<file path="src/rtl/svi_sched_pkg.sv">
// Shared types and helpers for the SVI array write scheduler.
package svi_sched_pkg;

  localparam int unsigned SIZE_DEF = 8;
  localparam int unsigned CNT_W    = 4;

  function automatic int unsigned idx_w(input int unsigned size);
    return (size > 1) ? int'($clog2(size)) : 1;
  endfunction

  typedef struct packed {
    logic x;
    logic y;
    logic z;
  } xyz_t;

  typedef enum logic {
    IDLE = 1'b0,
    COOL = 1'b1
  } sched_state_t;

endpackage

</file>
<file path="src/rtl/svi_if.sv">
// Simple interface instance carrying one {x,y,z} entry.
interface svi_if;
  logic x;
  logic y;
  logic z;
endinterface

</file>
<file path="src/rtl/svi_array_write_sched_rr_arbiter.sv">
// Combinational round-robin arbiter: first set request at or above ptr, with wrap.
module rr_arbiter #(
  parameter  int unsigned N  = 4,
  localparam int unsigned PW = (N > 1) ? $clog2(N) : 1
) (
  input  logic [N-1:0]  req,
  input  logic [PW-1:0] ptr,
  output logic [N-1:0]  gnt_c
);

  logic          found;
  logic [PW-1:0] j;

  always_comb begin
    gnt_c = '0;
    found = 1'b0;
    j     = '0;
    for (int unsigned i = 0; i < N; i++) begin
      j = PW'((32'(ptr) + i) % N);
      if (!found && req[j]) begin
        gnt_c[j] = 1'b1;
        found    = 1'b1;
      end
    end
  end

endmodule

</file>
<file path="src/rtl/svi_array_write_sched.sv">
// Round-robin write scheduler sharing one registered write port over an array of svi_if entries.
// Optional write counter output o_wr_cnt when SVI_SCHED_STATS_EN is defined.
module svi_array_write_sched
  import svi_sched_pkg::*;
#(
  parameter  int unsigned SIZE        = SIZE_DEF,
  parameter  int unsigned N_REQ       = 4,
  parameter  int unsigned COOL_CYCLES = 1,
  localparam int unsigned IDX_W       = idx_w(SIZE)
) (
  input  logic                         i_clk,
  input  logic                         i_rst_n,
  input  logic [N_REQ-1:0]             i_req,
  input  logic [N_REQ-1:0][IDX_W-1:0]  i_idx,
  input  xyz_t [N_REQ-1:0]             i_xyz,
  output logic [N_REQ-1:0]             o_gnt,
  output logic                         o_busy,
  output logic                         o_err,
  output logic [SIZE-1:0]              o_x,
  output logic [SIZE-1:0]              o_y,
  output logic [SIZE-1:0]              o_z
`ifdef SVI_SCHED_STATS_EN
  ,
  output logic [15:0]                  o_wr_cnt
`endif
);

  localparam int unsigned PW   = (N_REQ > 1) ? $clog2(N_REQ) : 1;
  localparam int unsigned LAST = N_REQ - 1;

  sched_state_t     state, state_nxt;
  logic [CNT_W-1:0] cnt, cnt_nxt;
  logic [PW-1:0]    ptr, ptr_nxt;
  logic [N_REQ-1:0] elig_c, win_c;
  logic [IDX_W-1:0] win_idx;
  xyz_t             win_xyz;
  logic             idx_ok, do_grant, do_wr;
  xyz_t             ent [SIZE];

  // A requester still seeing its grant is masked so a held request is not re-served.
  assign elig_c = i_req & ~o_gnt;

  rr_arbiter #(.N(N_REQ)) u_arb (
    .req   (elig_c),
    .ptr   (ptr),
    .gnt_c (win_c)
  );

  // Select the winner's payload and the pointer slot just past it.
  always_comb begin
    win_idx = '0;
    win_xyz = '0;
    ptr_nxt = ptr;
    for (int unsigned r = 0; r < N_REQ; r++) begin
      if (win_c[r]) begin
        win_idx = i_idx[r];
        win_xyz = i_xyz[r];
        ptr_nxt = (r == LAST) ? '0 : PW'(r + 1);
      end
    end
  end

  if (SIZE == (1 << IDX_W)) begin : g_pow2
    assign idx_ok = 1'b1;
  end else begin : g_npow2
    assign idx_ok = (win_idx < IDX_W'(SIZE));
  end

  assign do_wr = do_grant & idx_ok;

  always_comb begin
    state_nxt = state;
    cnt_nxt   = cnt;
    do_grant  = 1'b0;
    case (state)
      IDLE: begin
        if (|elig_c) begin
          do_grant = 1'b1;
          if (COOL_CYCLES > 0) begin
            state_nxt = COOL;
            cnt_nxt   = CNT_W'(COOL_CYCLES - 1);
          end
        end
      end
      COOL: begin
        if (cnt == '0) state_nxt = IDLE;
        else           cnt_nxt   = cnt - CNT_W'(1);
      end
      default: state_nxt = IDLE;
    endcase
  end

  always_ff @(posedge i_clk or negedge i_rst_n) begin
    if (!i_rst_n) begin
      state  <= IDLE;
      cnt    <= '0;
      ptr    <= '0;
      o_gnt  <= '0;
      o_busy <= 1'b0;
      o_err  <= 1'b0;
    end else begin
      state  <= state_nxt;
      cnt    <= cnt_nxt;
      o_busy <= (state_nxt == COOL);
      o_gnt  <= do_grant ? win_c : '0;
      o_err  <= do_grant & ~idx_ok;
      if (do_grant) ptr <= ptr_nxt;
    end
  end

  always_ff @(posedge i_clk or negedge i_rst_n) begin
    if (!i_rst_n) begin
      for (int unsigned e = 0; e < SIZE; e++) ent[e] <= '0;
    end else if (do_wr) begin
      ent[win_idx] <= win_xyz;
    end
  end

  svi_if u_I [SIZE] ();

  for (genvar g = 0; g < SIZE; g++) begin : g_ent
    assign u_I[g].x = ent[g].x;
    assign u_I[g].y = ent[g].y;
    assign u_I[g].z = ent[g].z;
    assign o_x[g]   = u_I[g].x;
    assign o_y[g]   = u_I[g].y;
    assign o_z[g]   = u_I[g].z;
  end

`ifdef SVI_SCHED_STATS_EN
  always_ff @(posedge i_clk or negedge i_rst_n) begin
    if (!i_rst_n)                          o_wr_cnt <= '0;
    else if (do_wr && o_wr_cnt != 16'hFFFF) o_wr_cnt <= o_wr_cnt + 16'd1;
  end
`endif

endmodule

</file>
<file path="config.mk">
export PLATFORM = sky130hd
export DESIGN_NAME = svi_array_write_sched
export DESIGN_NICKNAME = d
export VERILOG_FILES = /design/src/rtl/svi_sched_pkg.sv /design/src/rtl/svi_if.sv /design/src/rtl/svi_array_write_sched_rr_arbiter.sv /design/src/rtl/svi_array_write_sched.sv
export SDC_FILE = /design/constraint.sdc
export NUM_CORES = 1
export LEC_CHECK = 0
export ABC_AREA = 1
export BUFFER_PORTS_ARGS = -buffer_cell sky130_fd_sc_hd__buf_2
export CORE_ASPECT_RATIO = 0.7
export CORE_UTILIZATION = 50
export CTS_CLUSTER_DIAMETER = 150
export DETAILED_ROUTE_END_ITERATION = 8
export GPL_TIMING_DRIVEN = 0
export HOLD_SLACK_MARGIN = 0.15
export PLACE_DENSITY = 0.82
export RECOVER_POWER = 100
export SYNTH_ARGS = -nofsm -noshare
export SYNTH_HDL_FRONTEND = slang
export SYNTH_SLANG_ARGS = --single-unit
</file>
<file path="constraint.sdc">
create_clock -name i_clk -period 3.5 [get_ports i_clk]
set_clock_uncertainty 0.1 [all_clocks]
set_input_delay 0 -clock i_clk [delete_from_list [all_inputs] [get_ports i_clk]]
set_output_delay 0 -clock i_clk [all_outputs]
set_load 0.02 [all_outputs]
</file>
## After elaboration in Yosys (flattened, before gate mapping)

Cells that the tools add are included.

| word-level totals | value |
|---|---|
| flip-flop bits (word level) | 35 |
| input bits | 30 |

| operators by class | value |
|---|---|
| add/subtract/negate cells | 4 |
| order comparisons | 10 |
| equality and inequality tests | 2 |
| mux-type cells | 46 |
| bitwise logic cells | 7 |
| reductions and logical operators | 16 |

Operator list:

| operator | number |
|---|---|
| two-way mux 4 bit | 7 |
| two-way mux 3 bit | 9 |
| bitwise mux 24 bit | 1 |
| two-way mux 1 bit | 14 |
| < comparator 2 x 3 -> 1 bit, second input constant | 4 |
| OR 4 bit | 3 |
| demux 3 bit (select 3 bit) | 1 |
| binary-select mux 1 bit (select 2 bit) | 4 |
| demux 1 bit (select 2 bit) | 4 |
| >= comparator 2 x 1 -> 1 bit, second input constant | 4 |
| logical AND 1 bit | 8 |
| two-way mux 2 bit | 4 |
| one-hot mux 4 bit (2 select lines) | 1 |
| adder 2 bit, second input constant | 2 |
| bitwise AND 4 bit | 1 |
| >= comparator 4 bit, second input constant | 1 |
| zero test 4 bit | 1 |
| < comparator 4 x 1 -> 1 bit, second input constant | 1 |
| != test 2 bit, second input constant | 2 |
| NOT 3 -> 4 bit | 1 |
| NOT 4 bit | 1 |
| AND reduction 2 bit | 2 |
| nonzero test 4 bit | 1 |
| OR reduction 4 bit | 1 |
| other kinds (5) | 7 |

## Logic depth before layout (Yosys ltp)

Gate-level depths: netlist of run 1.

| logic depth | value |
|---|---|
| depth after elaboration | 24 |
| mapped depth | 18 |
| gate-level depth less buffers | 18 |

## By module

A second synthesis of run 1 with hierarchy kept.

| second synthesis, totals | value |
|---|---|
| cells, all modules | 338 |
| area, all modules | 2471.1 um^2 |

Modules (own cells, without submodules):

| module | times used | cells each | area an instance (um^2) |
|---|---|---|---|
| svi_array_write_sched | 1 | 265 | 2072.0 |
| rr_arbiter | 1 | 73 | 399.1 |

## Worst setup path after synthesis of run 1

No wires, ideal clock.

| timing | value |
|---|---|
| path type | register -> register |
| start point | register ptr[0] |
| end point | register ent (netlist bit u_I[6].x) |
| library setup time | 0.117 ns |
| data arrival time | 2.321 ns |
| slack | 0.962 ns |
| cell stages (with the launch flop) | 16 |
| buffers on the path | 0 |
| clock period less this slack | 2.538 ns |
| cells stage by stage | dfrtp_1 inv_2 ha_1 inv_1 nand3_1 nand2_1 nand2_2 inv_2 nand3_1 nand3b_4 inv_4 or2_4 a21oi_4 nand2_2 nand2_1 nand2_1 |

| on the way | value |
|---|---|
| longest elaborated chain between the ends | 22 |
| elaborated cells on any way between the ends | 62 |
| those cells by class | add/sub (3); order compare (10); mux (34); bitwise (4); reduce/logical (11) |

Ends and longest elaborated chain:

| item | RTL line | RTL |
|---|---|---|
| start, declared | svi_array_write_sched.sv:33 | `logic [PW-1:0] ptr, ptr_nxt;` |
| start signal, assigned | svi_array_write_sched.sv:107 | `if (do_grant) ptr <= ptr_nxt;` |
| branches (longest 11 deep; another with < comparator 2 x 3 -> 1 bit) | n/a |  |
| two-way mux 4 bit * | svi_array_write_sched_rr_arbiter.sv:20 | `if (!found && req[j]) begin` |
| two-way mux 3 bit (4 in series) | svi_array_write_sched.sv:55 | `if (win_c[r]) begin` |
| NOT 3 -> 4 bit (implied by the code) | svi_array_write_sched.sv:115 | `ent[win_idx] <= win_xyz;` |
| >= comparator 4 bit (implied by the code) or < comparator 4 x 1 -> 1 bit (tied branches) | svi_array_write_sched.sv:115 |  |
| logical AND 1 bit (implied by the code) | svi_array_write_sched.sv:115 |  |
| two-way mux 3 bit (implied by the code) | svi_array_write_sched.sv:115 |  |
| demux 3 bit (select 3 bit) | svi_array_write_sched.sv:115 |  |
| bitwise mux 24 bit * | svi_array_write_sched.sv:115 |  |
| end signal, assigned by index | svi_array_write_sched.sv:115 |  |
| end, declared | svi_array_write_sched.sv:38 | `xyz_t ent [SIZE];` |

Every way passes the cells marked *. The select of a mux whose other input is x is not followed.
A chain may end at the register's enable or synchronous reset.

## Worst setup path in the final report of run 1

| timing | value |
|---|---|
| start point | register ptr[1] |
| end point | register ent (netlist bit u_I[4].y) |

Same word-level chain as after synthesis.

==> run_summary.xml, run 1 <==
<?xml version="1.0" encoding="UTF-8"?>
<metrics>
  <group name="grt">
    <metric name="grt_pass1_vias" unit="">2009</metric>
    <metric name="pin_count_of_the_biggest_net_entering_global_routing" unit="">36</metric>
    <metric name="global_route.overflow_total" unit="">0</metric>
    <metric name="antenna_found_initial" unit="">0</metric>
    <metric name="grt_pass1_wl" unit="um">9250</metric>
    <metric name="grt_util_all_layers" unit="%">23.2</metric>
  </group>
  <group name="cells_and_area">
    <metric name="layout.filler_cells" unit="">393</metric>
    <metric name="nets" unit="">426</metric>
    <metric name="synthToLayoutAreaGrowth" unit="%">21.8</metric>
    <metric name="antenna_cells_inserted" unit="">0</metric>
    <metric name="drive_above_1_share" unit="%">29.9</metric>
    <metric name="final_util" unit="%">66.0</metric>
  </group>
  <group name="logic_synthesis">
    <metric name="synth_area_leaders" unit="">sky130_fd_sc_hd__dfrtp_1 36%, sky130_fd_sc_hd__nand2_1 14%, sky130_fd_sc_hd__nand3_1 8.8%</metric>
    <metric name="postSynth.topFlopCell" unit="">sky130_fd_sc_hd__dfrtp_1</metric>
    <metric name="synth.yosys.warnings" unit="">0</metric>
    <metric name="yosysMostFrequentCell" unit="">sky130_fd_sc_hd__nand2_1</metric>
    <metric name="synth_cells" unit="">306</metric>
    <metric name="netlist-cell-type-count" unit="">28</metric>
    <metric name="ys_ff_latch" unit="">35</metric>
    <metric name="netlist.area_leader.share" unit="%">35.9</metric>
    <metric name="asyncSetResetFlopFracSynth" unit="%">100</metric>
    <metric name="synth_largest_area_cell" unit="">sky130_fd_sc_hd__dfrtp_1</metric>
    <metric name="synth.avg_cell_area" unit="sq um">7.98</metric>
    <metric name="synthTopCellsByCount" unit="">90 x sky130_fd_sc_hd__nand2_1, 43 x sky130_fd_sc_hd__nand3_1, 35 x sky130_fd_sc_hd__dfrtp_1</metric>
    <metric name="synth_enable_flop_cells" unit="">0</metric>
    <metric name="mappedNetlistArea" unit="sq um">2440</metric>
    <metric name="mappedNetlistNets" unit="">345</metric>
    <metric name="synth_seq_area_share" unit="%">35.9</metric>
  </group>
  <group name="clocking">
    <metric name="cts-root-to-sink-buffers" unit="">2</metric>
    <metric name="tritoncts" unit="">built</metric>
    <metric name="htree_num_levels" unit="">2</metric>
    <metric name="tritoncts.num_buffers" unit="">5</metric>
    <metric name="path_clk_slew" unit="ns">0.07</metric>
    <metric name="clock-sinks" unit="">35</metric>
    <metric name="cts.root.buffer_cell" unit="">sky130_fd_sc_hd__clkbuf_8</metric>
    <metric name="insertion_delay" unit="ns">0.28</metric>
  </group>
  <group name="sta">
    <metric name="finalWorstPathRequiredPeriod" unit="ns">3.27</metric>
    <metric name="hold_viol" unit="">0</metric>
    <metric name="tns" unit="ns">0</metric>
    <metric name="tightestPinTransition" unit="ns">1.85</metric>
    <metric name="layout_worst_path_cycle_share" unit="%">93.5</metric>
    <metric name="max_clock_freq" unit="MHz">306</metric>
    <metric name="rsz0062_at_grt" unit="">false</metric>
    <metric name="timing.final.setup_violations" unit="">0</metric>
    <metric name="slew_violations" unit="">36</metric>
    <metric name="relSlewSlack" unit="%">-23.3</metric>
  </group>
  <group name="floorplan">
    <metric name="die_y" unit="um">60.5</metric>
    <metric name="fp.coreArea" unit="sq um">4500</metric>
    <metric name="die-area" unit="sq um">5170</metric>
    <metric name="floorplan.die.width" unit="um">85.5</metric>
    <metric name="fp-row-count" unit="">20</metric>
    <metric name="pin_count" unit="">60</metric>
    <metric name="initial_utilization" unit="%">54.2</metric>
  </group>
  <group name="route">
    <metric name="dr.pass1.iters" unit="">4</metric>
    <metric name="post_detailed_route_drc_marker_count" unit="">0</metric>
    <metric name="avgRoutedWirePerCell" unit="um">12.9</metric>
    <metric name="wirelength" unit="um">5730</metric>
    <metric name="drtIter0Drc" unit="">123</metric>
    <metric name="route.antenna.remaining_nets" unit="">0</metric>
    <metric name="detail_route.vias_per_cell" unit="">5.16</metric>
    <metric name="vias" unit="">2287</metric>
  </group>
  <group name="setup_path">
    <metric name="worst_ep_arrival_time" unit="ns">3.40</metric>
    <metric name="reg2reg_slack" unit="ns">0.23</metric>
    <metric name="crit_fanout" unit="">8</metric>
    <metric name="critPathLaunchType" unit="">flip-flop</metric>
    <metric name="req_time_crit_path" unit="ns">3.63</metric>
    <metric name="critPathKind" unit="">flip-flop to flip-flop</metric>
    <metric name="setup.worst_path.end_class" unit="">flip-flop</metric>
  </group>
  <group name="run">
    <metric name="max-cap-violations" unit="">1</metric>
  </group>
  <group name="run_status">
    <metric name="violations" unit="">capacitance limit, slew limit</metric>
    <metric name="status" unit="">finished, violations left</metric>
  </group>
  <group name="placement">
    <metric name="buffer_ports.inserted" unit="">58</metric>
    <metric name="place.gp.congestion" unit="">0.961</metric>
    <metric name="place.detailed.hpwl" unit="um">4170</metric>
  </group>
  <group name="worst_hold_path">
    <metric name="min-delay-path-class" unit="">input pin to flip-flop</metric>
  </group>
</metrics>
## what timing repair did
| action | 4_1_cts | 5_1_grt |
|---|---|---|
| hold endpoints to repair | 57 | 0 |
| setup buffers | 0 | 8 |
| setup endpoints to repair | 0 | 7 |
| hold buffers | 9 | 0 |
| resized for setup | 0 | 3 |
## per-layer routing
layer  up-vias  track usage [%]  routed length [um]
li1       1135                -                   -
met1      1057             33.0                2700
met2        83             37.0                2600
met3        12             4.22                 348
met4         0             6.19                  83
met5         -                0                   0
## critical path, stage by stage (launching register included)
cell and delay (ns):
sky130_fd_sc_hd__dfrtp_2 0.47, sky130_fd_sc_hd__inv_1 0.18, sky130_fd_sc_hd__ha_1 0.37, sky130_fd_sc_hd__inv_1 0.08
sky130_fd_sc_hd__nand3_1 0.08, sky130_fd_sc_hd__nand2_1 0.07, sky130_fd_sc_hd__nand2_2 0.10, sky130_fd_sc_hd__inv_2 0.06
sky130_fd_sc_hd__nand3_1 0.13, sky130_fd_sc_hd__nand3_4 0.15, sky130_fd_sc_hd__nor2_4 0.22, sky130_fd_sc_hd__nand3_1 0.16
sky130_fd_sc_hd__a31oi_4 0.31, sky130_fd_sc_hd__nand3_1 0.11, sky130_fd_sc_hd__dlygate4sd3_1 0.56, sky130_fd_sc_hd__nand2_1 0.06
## state kept, by name (all words and copies together) (netlist names)
signal and cells:
cnt 4, o_gnt 4, ptr 2, state 1
u_I.x 8, u_I.y 8, u_I.z 8
## cell type report
type / count / area (sq um) / area share, %
buffer: 26 / 199 / 6.69
clock buffer: 7 / 96.3 / 3.24
clock inverter: 1 / 7.51 / 0.252
inverter: 28 / 108 / 3.62
multi-input combinational: 217 / 1230 / 41.3
sequential: 35 / 878 / 29.5
tap: 55 / 68.8 / 2.31
timing repair buffer: 74 / 389 / 13.1
## cell families after synthesis
logic type / count (synthesis) / synth area share [%]
fa+ha+maj: 9 / 4.61
buf+inv: 54 / 12.6
simple gates: 184 / 39.8
compound gates: 23 / 7.07
other cells: 1 / 0.154
flops: 35 / 35.9
## worst paths after layout
kind	startpoint	end	depth (start not counted)
worst max-delay path	ptr[1]	u_I[4].y	15
worst min-delay path	i_xyz[1]	u_I[2].y	5
worst max register to register	ptr[1]	u_I[4].y	15
worst min register to register	u_I[5].z	u_I[5].z	2
max in group asynchronous	i_rst_n	ptr[0]	2
min in group asynchronous	i_rst_n	cnt[0]	2
## cells in the final DEF (no fill, tap or decap), types with 5 or more instances in the layout
master / Yosys / final
sky130_fd_sc_hd__a21oi_1: 7 / 8
sky130_fd_sc_hd__buf_2: 0 / 28
sky130_fd_sc_hd__buf_4: 25 / 31
sky130_fd_sc_hd__clkbuf_1: 0 / 31
sky130_fd_sc_hd__clkbuf_8: 0 / 7
sky130_fd_sc_hd__dfrtp_1: 35 / 33
sky130_fd_sc_hd__dlygate4sd3_1: 0 / 8
sky130_fd_sc_hd__ha_1: 9 / 9
sky130_fd_sc_hd__inv_1: 16 / 17
sky130_fd_sc_hd__inv_2: 8 / 7
sky130_fd_sc_hd__nand2_1: 90 / 94
sky130_fd_sc_hd__nand2_2: 11 / 8
sky130_fd_sc_hd__nand3_1: 43 / 45
sky130_fd_sc_hd__nand3_2: 12 / 10
sky130_fd_sc_hd__nor2_1: 10 / 10
sky130_fd_sc_hd__o21ai_0: 5 / 5
## per-stage QoR
stage | hold WS (ns) | instance area [sq um] | instances | setup WS [ns]
6_report | 0.149 | 2970 | 443 | 0.228
5_1_grt | 0.165 | 2970 | 443 | 0.0455
4_1_cts | 0.172 | 3000 | 436 | 0.0234
3_5_place_dp | 0.00948 | 2800 | 419 | 0.530
3_3_place_gp | 0.00959 | 2800 | 419 | 0.580
2_1_floorplan | -0.396 | 2440 | 306 | 0.962
Power of run 1 is left out: the tool's default activity adds up to more than one toggle a clock period on the data nets, which glitch-free logic cannot reach.
==> inputs of run 2 (changes only) <==
--- a/config.mk
+++ b/config.mk
@@ -8,11 +8,12 @@
 export ABC_AREA = 1
 export BUFFER_PORTS_ARGS = -buffer_cell sky130_fd_sc_hd__buf_2
 export CORE_ASPECT_RATIO = 0.7
+export CORE_MARGIN = 2
 export CORE_UTILIZATION = 50
 export CTS_CLUSTER_DIAMETER = 150
 export DETAILED_ROUTE_END_ITERATION = 8
 export GPL_TIMING_DRIVEN = 0
-export HOLD_SLACK_MARGIN = 0.15
+export HOLD_SLACK_MARGIN = 0.08
 export PLACE_DENSITY = 0.82
 export RECOVER_POWER = 100
 export SYNTH_ARGS = -nofsm -noshare
==> run_summary.xml, run 2 (synthesis results as in run 1) <==
<?xml version="1.0" encoding="UTF-8"?>
<metrics>
  <group name="cells_and_area">
    <metric name="antenna_cells_inserted" unit="">0</metric>
    <metric name="layout.filler_cells" unit="">428</metric>
    <metric name="nets" unit="">412</metric>
    <metric name="synthToLayoutAreaGrowth" unit="%">17.7</metric>
    <metric name="final_cell_mix" unit="">94 x sky130_fd_sc_hd__nand2_1, 44 x sky130_fd_sc_hd__nand3_1, 35 x sky130_fd_sc_hd__dfrtp_1</metric>
    <metric name="drive_above_1_share" unit="%">28.6</metric>
    <metric name="mostFrequentLayoutCell" unit="">sky130_fd_sc_hd__nand2_1</metric>
    <metric name="instances_no_fill" unit="">431</metric>
  </group>
  <group name="route">
    <metric name="drtIter0Drc" unit="">103</metric>
    <metric name="route.antenna.remaining_nets" unit="">0</metric>
    <metric name="vias" unit="">2204</metric>
    <metric name="wirelength" unit="um">5550</metric>
    <metric name="post_detailed_route_drc_marker_count" unit="">0</metric>
    <metric name="avgRoutedWirePerCell" unit="um">12.9</metric>
    <metric name="dr.pass1.iters" unit="">4</metric>
    <metric name="detail_route.vias_per_cell" unit="">5.11</metric>
  </group>
  <group name="placement">
    <metric name="placedCellCount" unit="">421</metric>
    <metric name="place.gp.congestion" unit="">0.943</metric>
    <metric name="buffer_ports.inserted" unit="">58</metric>
    <metric name="place.detailed.hpwl" unit="um">4310</metric>
  </group>
  <group name="clocking">
    <metric name="tritoncts.num_buffers" unit="">5</metric>
    <metric name="htree_num_levels" unit="">2</metric>
    <metric name="post_cts_repair_timing_setup_buffer_count" unit="">0</metric>
    <metric name="cts.root.buffer_cell" unit="">sky130_fd_sc_hd__clkbuf_8</metric>
    <metric name="tritoncts" unit="">built</metric>
    <metric name="clock-sinks" unit="">35</metric>
    <metric name="cts-root-to-sink-buffers" unit="">2</metric>
    <metric name="path_clk_slew" unit="ns">0.07</metric>
    <metric name="insertion_delay" unit="ns">0.29</metric>
  </group>
  <group name="sta">
    <metric name="max_clock_freq" unit="MHz">322</metric>
    <metric name="slew_violations" unit="">36</metric>
    <metric name="timing.final.setup_violations" unit="">0</metric>
    <metric name="relSlewSlack" unit="%">-24.7</metric>
    <metric name="whs" unit="ns">0.0880</metric>
    <metric name="rsz0062_at_grt" unit="">false</metric>
    <metric name="tns" unit="ns">0</metric>
    <metric name="hold_viol" unit="">0</metric>
    <metric name="tightestPinTransition" unit="ns">1.87</metric>
    <metric name="finalWorstPathRequiredPeriod" unit="ns">3.11</metric>
    <metric name="layout_worst_path_cycle_share" unit="%">88.9</metric>
  </group>
  <group name="setup_path">
    <metric name="worst_ep_arrival_time" unit="ns">3.20</metric>
    <metric name="reg2reg_to" unit="">u_I[7].y</metric>
    <metric name="rr_worst_depth" unit="">18</metric>
    <metric name="reg2reg_slack" unit="ns">0.39</metric>
    <metric name="critPathKind" unit="">flip-flop to flip-flop</metric>
    <metric name="crit_fanout" unit="">9</metric>
    <metric name="critPathLaunchType" unit="">flip-flop</metric>
    <metric name="setup.worst_path.end_class" unit="">flip-flop</metric>
    <metric name="r2r-start" unit="">ptr[0]</metric>
    <metric name="req_time_crit_path" unit="ns">3.59</metric>
  </group>
  <group name="grt">
    <metric name="met1_usage" unit="%">29.1</metric>
    <metric name="pin_count_of_the_biggest_net_entering_global_routing" unit="">36</metric>
    <metric name="grt_util_all_layers" unit="%">21.7</metric>
    <metric name="grt_pass1_wl" unit="um">9390</metric>
    <metric name="global_route.overflow_total" unit="">0</metric>
    <metric name="met3_usage" unit="%">3.70</metric>
    <metric name="grt_pass1_vias" unit="">2095</metric>
    <metric name="antenna_found_initial" unit="">0</metric>
    <metric name="global_route.usage.met2" unit="%">34.9</metric>
    <metric name="gr-max-usage-layer" unit="">met2</metric>
  </group>
  <group name="floorplan">
    <metric name="die-area" unit="sq um">5470</metric>
    <metric name="fp-row-count" unit="">21</metric>
    <metric name="fp.coreArea" unit="sq um">4730</metric>
    <metric name="floorplan.die.width" unit="um">87.5</metric>
    <metric name="pin_count" unit="">60</metric>
    <metric name="die_y" unit="um">62.5</metric>
    <metric name="initial_utilization" unit="%">51.6</metric>
  </group>
  <group name="worst_hold_path">
    <metric name="hold_depth" unit="">6</metric>
    <metric name="hp-start" unit="">i_idx[10]</metric>
    <metric name="min_to" unit="">u_I[1].x</metric>
    <metric name="min-delay-path-class" unit="">input pin to flip-flop</metric>
  </group>
  <group name="run_status">
    <metric name="status" unit="">finished, violations left</metric>
    <metric name="violations" unit="">capacitance limit, slew limit</metric>
  </group>
  <group name="run">
    <metric name="max-cap-violations" unit="">1</metric>
  </group>
</metrics>
## run 2: cell count changes in the layout (fill, tap and decap cells not counted), sizes merged
cell / previous run / this run
buf: 60 / 54
dlygate4sd3: 8 / 2
clkbuf: 39 / 37
## run 2: how the worst max path moves through the flow
stage               endpoint  slack (ns)  startpoint  depth (start not counted)
CTS                 u_I[4].x        0.55      ptr[0]                         15
detailed placement  u_I[4].x        0.56      ptr[0]                         15
finish              u_I[7].y        0.39      ptr[0]                         18
global placement    u_I[5].y        0.63      ptr[0]                         18
global route        u_I[5].y        0.15      ptr[0]                         18
floorplan           u_I[6].x        0.96      ptr[0]                         15
## run 2: through the flow
| stage | cell area [sq um] | setup slack, ns | utilization (%) |
|---|---|---|---|
| finish | 2880 | 0.390 | 60.8 |
| global route | 2880 | 0.153 | 60.8 |
| CTS | 2930 | 0.550 | 61.9 |
| detailed placement | 2800 | 0.558 | 59.3 |
| global placement | 2800 | 0.632 | 59.3 |
| floorplan | 2440 | 0.962 | - |
## run 2: worst max-delay path: stages (launching register included)
cell                      delay, ns
sky130_fd_sc_hd__dfrtp_1       0.53
sky130_fd_sc_hd__inv_1         0.26
sky130_fd_sc_hd__ha_1          0.40
sky130_fd_sc_hd__inv_1         0.11
sky130_fd_sc_hd__nand3_1       0.08
sky130_fd_sc_hd__nand2_1       0.08
sky130_fd_sc_hd__nand2_2       0.08
sky130_fd_sc_hd__nor2_4        0.13
sky130_fd_sc_hd__nand2_1       0.07
sky130_fd_sc_hd__nand3_1       0.27
sky130_fd_sc_hd__nand2_1       0.09
sky130_fd_sc_hd__nand2_1       0.08
sky130_fd_sc_hd__nand3_1       0.10
sky130_fd_sc_hd__nand2_4       0.13
sky130_fd_sc_hd__inv_2         0.06
sky130_fd_sc_hd__nor2_4        0.17
sky130_fd_sc_hd__nand2_1       0.13
sky130_fd_sc_hd__nand2_1       0.07
sky130_fd_sc_hd__nand2_1       0.05
## run 2: area by class of cell
cell class	instances	area (sq um)	area share, %
multi-input combinational	217	1240	43.3
timing repair buffer	60	273	9.49
inverter	28	108	3.74
clock buffer	7	96.3	3.35
tap	57	71.3	2.48
buffer	26	199	6.92
sequential	35	876	30.5
clock inverter	1	7.51	0.261
## run 2: timing repair
action | CTS | global route
resized for setup | 0 | 0
hold buffers | 2 | 0
endpoints found under the hold margin | 38 | 0
endpoints found under the setup margin | 0 | 0
## run 2: layer usage
metal	vias up	wire [um]	part of all wire, %
li1	1098	-	-
met1	1018	2490	45
met2	72	2590	47
met3	16	323	5.8
met4	0	147	2.6
met5	-	0	0
Power of run 2 is left out for the same reason.
==> inputs of run 3 (changes only) <==
--- a/config.mk
+++ b/config.mk
@@ -5,7 +5,6 @@
 export SDC_FILE = /design/constraint.sdc
 export NUM_CORES = 1
 export LEC_CHECK = 0
-export ABC_AREA = 1
 export BUFFER_PORTS_ARGS = -buffer_cell sky130_fd_sc_hd__buf_2
 export CORE_ASPECT_RATIO = 0.7
 export CORE_MARGIN = 2
==> run_summary.xml, run 3 <==
<?xml version="1.0" encoding="UTF-8"?>
<metrics>
  <group name="run_status">
    <metric name="status" unit="">finished, violations left</metric>
    <metric name="violations" unit="">capacitance limit, slew limit, setup timing</metric>
  </group>
  <group name="logic_synthesis">
    <metric name="yosysMostFrequentCell" unit="">sky130_fd_sc_hd__dfrtp_1</metric>
    <metric name="synth_largest_area_cell" unit="">sky130_fd_sc_hd__dfrtp_1</metric>
    <metric name="netlist.area_leader.share" unit="%">36.7</metric>
    <metric name="synth_cells" unit="">221</metric>
    <metric name="synth.avg_cell_area" unit="sq um">10.8</metric>
    <metric name="postSynth.topFlopCell" unit="">sky130_fd_sc_hd__dfrtp_1</metric>
    <metric name="synth_seq_area_share" unit="%">36.7</metric>
    <metric name="netlist-cell-type-count" unit="">56</metric>
    <metric name="synthTopCellsByCount" unit="">35 x sky130_fd_sc_hd__dfrtp_1, 25 x sky130_fd_sc_hd__buf_4, 24 x sky130_fd_sc_hd__mux2_1</metric>
    <metric name="synth.yosys.warnings" unit="">0</metric>
    <metric name="synth_enable_flop_cells" unit="">0</metric>
    <metric name="asyncSetResetFlopFracSynth" unit="%">100</metric>
    <metric name="synth_area_leaders" unit="">sky130_fd_sc_hd__dfrtp_1 37%, sky130_fd_sc_hd__mux2_1 11%, sky130_fd_sc_hd__buf_4 7.9%</metric>
    <metric name="mappedNetlistNets" unit="">260</metric>
    <metric name="ys_ff_latch" unit="">35</metric>
    <metric name="mappedNetlistArea" unit="sq um">2390</metric>
  </group>
  <group name="clocking">
    <metric name="clock-sinks" unit="">35</metric>
    <metric name="tritoncts.num_buffers" unit="">5</metric>
    <metric name="insertion_delay" unit="ns">0.29</metric>
    <metric name="cts-root-to-sink-buffers" unit="">2</metric>
    <metric name="path_clk_slew" unit="ns">0.07</metric>
    <metric name="cts.root.buffer_cell" unit="">sky130_fd_sc_hd__clkbuf_8</metric>
    <metric name="tritoncts" unit="">built</metric>
    <metric name="htree_num_levels" unit="">2</metric>
  </group>
  <group name="setup_path">
    <metric name="timing.critical_path.slowest_stage_cell" unit="">sky130_fd_sc_hd__dfrtp_2</metric>
    <metric name="critPathKind" unit="">flip-flop to flip-flop</metric>
    <metric name="worst_ep_arrival_time" unit="ns">3.62</metric>
    <metric name="critical_path.max_stage_delay" unit="ns">0.39</metric>
    <metric name="req_time_crit_path" unit="ns">3.57</metric>
    <metric name="most_frequent_cell_on_critical_path" unit="">sky130_fd_sc_hd__buf_4</metric>
    <metric name="crit_fanout" unit="">5</metric>
    <metric name="crit_path_cells" unit="">buf_8 &gt; clkinvlp_4 &gt; ha_4 &gt; or3_4 &gt; a2111oi_4 &gt; buf_4 &gt; a221o_1 &gt; buf_4 &gt; a211oi_4 &gt; buf_6 &gt; a221oi_4 &gt; o31a_4 &gt; nand3_2 &gt; mux2_1</metric>
    <metric name="setup.worst_path.end_class" unit="">flip-flop</metric>
    <metric name="critPathLaunchType" unit="">flip-flop</metric>
  </group>
  <group name="route">
    <metric name="drtIter0Drc" unit="">125</metric>
    <metric name="wirelength" unit="um">6210</metric>
    <metric name="detail_route.vias_per_cell" unit="">5.67</metric>
    <metric name="vias" unit="">2051</metric>
    <metric name="post_detailed_route_drc_marker_count" unit="">0</metric>
    <metric name="route.antenna.remaining_nets" unit="">0</metric>
    <metric name="avgRoutedWirePerCell" unit="um">17.1</metric>
    <metric name="dr.pass1.iters" unit="">5</metric>
  </group>
  <group name="sta">
    <metric name="slew_violations" unit="">36</metric>
    <metric name="max_clock_freq" unit="MHz">282</metric>
    <metric name="relSlewSlack" unit="%">-25.3</metric>
    <metric name="tns" unit="ns">-0.665</metric>
    <metric name="rsz0062_at_grt" unit="">true</metric>
    <metric name="finalWorstPathRequiredPeriod" unit="ns">3.55</metric>
    <metric name="layout_worst_path_cycle_share" unit="%">101</metric>
    <metric name="whs" unit="ns">0.187</metric>
    <metric name="setup_ws" unit="ns">-0.0514</metric>
    <metric name="timing.final.setup_violations" unit="">22</metric>
    <metric name="hold_viol" unit="">0</metric>
    <metric name="tightestPinTransition" unit="ns">1.88</metric>
  </group>
  <group name="placement">
    <metric name="buffer_ports.inserted" unit="">58</metric>
    <metric name="place.gp.congestion" unit="">0.950</metric>
    <metric name="instance_area_at_placement" unit="sq um">2790</metric>
    <metric name="place.detailed.hpwl" unit="um">4340</metric>
  </group>
  <group name="cells_and_area">
    <metric name="final_cell_mix" unit="">45 x sky130_fd_sc_hd__buf_4, 33 x sky130_fd_sc_hd__dfrtp_1, 31 x sky130_fd_sc_hd__clkbuf_1</metric>
    <metric name="seqCellArea" unit="sq um">878</metric>
    <metric name="multi_input_comb_area" unit="sq um">1390</metric>
    <metric name="nets" unit="">345</metric>
    <metric name="postLayoutCellArea" unit="sq um">3120</metric>
    <metric name="synthToLayoutAreaGrowth" unit="%">30.9</metric>
    <metric name="drive_above_1_share" unit="%">42.0</metric>
    <metric name="antenna_cells_inserted" unit="">0</metric>
    <metric name="layout.filler_cells" unit="">319</metric>
    <metric name="mostFrequentLayoutCell" unit="">sky130_fd_sc_hd__buf_4</metric>
  </group>
  <group name="worst_hold_path">
    <metric name="min-delay-path-class" unit="">input pin to flip-flop</metric>
  </group>
  <group name="floorplan">
    <metric name="floorplan.die.width" unit="um">86.6</metric>
    <metric name="die-area" unit="sq um">5350</metric>
    <metric name="fp.coreArea" unit="sq um">4450</metric>
    <metric name="pin_count" unit="">60</metric>
    <metric name="initial_utilization" unit="%">53.6</metric>
    <metric name="fp-row-count" unit="">20</metric>
    <metric name="die_y" unit="um">61.8</metric>
  </group>
  <group name="grt">
    <metric name="antenna_found_initial" unit="">0</metric>
    <metric name="grt_util_all_layers" unit="%">22.1</metric>
    <metric name="grt_pass1_wl" unit="um">8970</metric>
    <metric name="grt_pass1_vias" unit="">1862</metric>
    <metric name="global_route.overflow_total" unit="">0</metric>
    <metric name="pin_count_of_the_biggest_net_entering_global_routing" unit="">36</metric>
  </group>
  <group name="run">
    <metric name="max-cap-violations" unit="">1</metric>
  </group>
</metrics>
run 3: cell types whose count changed after synthesis, moves of 5 or more:
cell	previous run	this run
sky130_fd_sc_hd__a221oi_1	0	5
sky130_fd_sc_hd__inv_1	16	5
sky130_fd_sc_hd__nand3_1	43	9
sky130_fd_sc_hd__mux2_1	0	24
sky130_fd_sc_hd__nand2_2	11	0
sky130_fd_sc_hd__nand2_1	90	15
sky130_fd_sc_hd__nor2_4	5	0
sky130_fd_sc_hd__inv_2	8	0
run 3: kinds of logic (layout without fill, tap and decap cells):
family | after synthesis | in the layout | share of synthesized area, %
other | 1 | 1 | 0.157
muxes | 26 | 26 | 13.2
adders and majority gates | 9 | 9 | 4.72
DFF | 35 | 35 | 36.7
buffers and inverters | 37 | 123 | 10.4
and+or+nand+nor | 69 | 69 | 17.4
xor gates and xnor gates | 1 | 1 | 0.367
AOI/OAI and AO/OA | 43 | 43 | 17.0
run 3: path summary, 6_finish.rpt:
| path | from | endpoint | slack [ns] | cells after the start |
|---|---|---|---|---|
| setup / recovery | ptr[0] | u_I[5].x | -0.05 | 14 |
| hold / removal | i_idx[9] | u_I[4].z | 0.19 | 5 |
| setup reg to reg | ptr[0] | u_I[5].x | -0.05 | 14 |
| hold reg to reg | u_I[7].x | u_I[7].x | 0.39 | 1 |
| max in group asynchronous | i_rst_n | ptr[0] | 1.42 | 2 |
| min in group asynchronous | i_rst_n | u_I[7].x | 0.67 | 2 |
run 3: layout make-up:
cell class,instances,area share (%)
inverter,5,0.841
sequential,35,28.1
timing repair buffer,80,13.7
clock inverter,2,0.521
buffer,30,7.57
multi-input combinational,149,44.4
clock buffer,6,2.64
tap,55,2.20
run 3: worst max-delay path: cells and delay by family (launching register included):
kind / cells / cell delay (ns)
fa+ha+maj: 1 / 0.27
compound gates: 5 / 1.12
simple gates: 2 / 0.51
buf+inv: 5 / 0.71
mux: 1 / 0.34
flops: 1 / 0.39
run 3: through the flow:
stage	worst slack [ns]	std cells	utilization (%)
2_1_floorplan	0.00311	221	-
6_report	-0.0514	362	70.1
3_3_place_gp	-0.368	334	62.7
5_1_grt	-0.147	362	70.1
3_5_place_dp	-0.474	334	62.7
4_1_cts	0.0390	350	66.9
run 3: what timing repair did:
action                     in CTS  in global routing
hold endpoints to repair       35                  0
hold buffers                    1                  0
pin swaps                       5                 13
resized for setup               7                 20
setup buffers                   8                 13
setup endpoints to repair      24                 24
run 3: layer usage:
metal / vias up / GRT usage [%] / wire [um] / part of all wire (%)
li1: 960 / - / - / -
met3: 16 / 4.23 / 383 / 6.2
met1: 984 / 29.6 / 2840 / 46
met5: - / 0 / 0 / 0
met4: 0 / 6.25 / 102 / 1.6
met2: 91 / 37.5 / 2880 / 46
Power of run 3 is left out for the same reason.
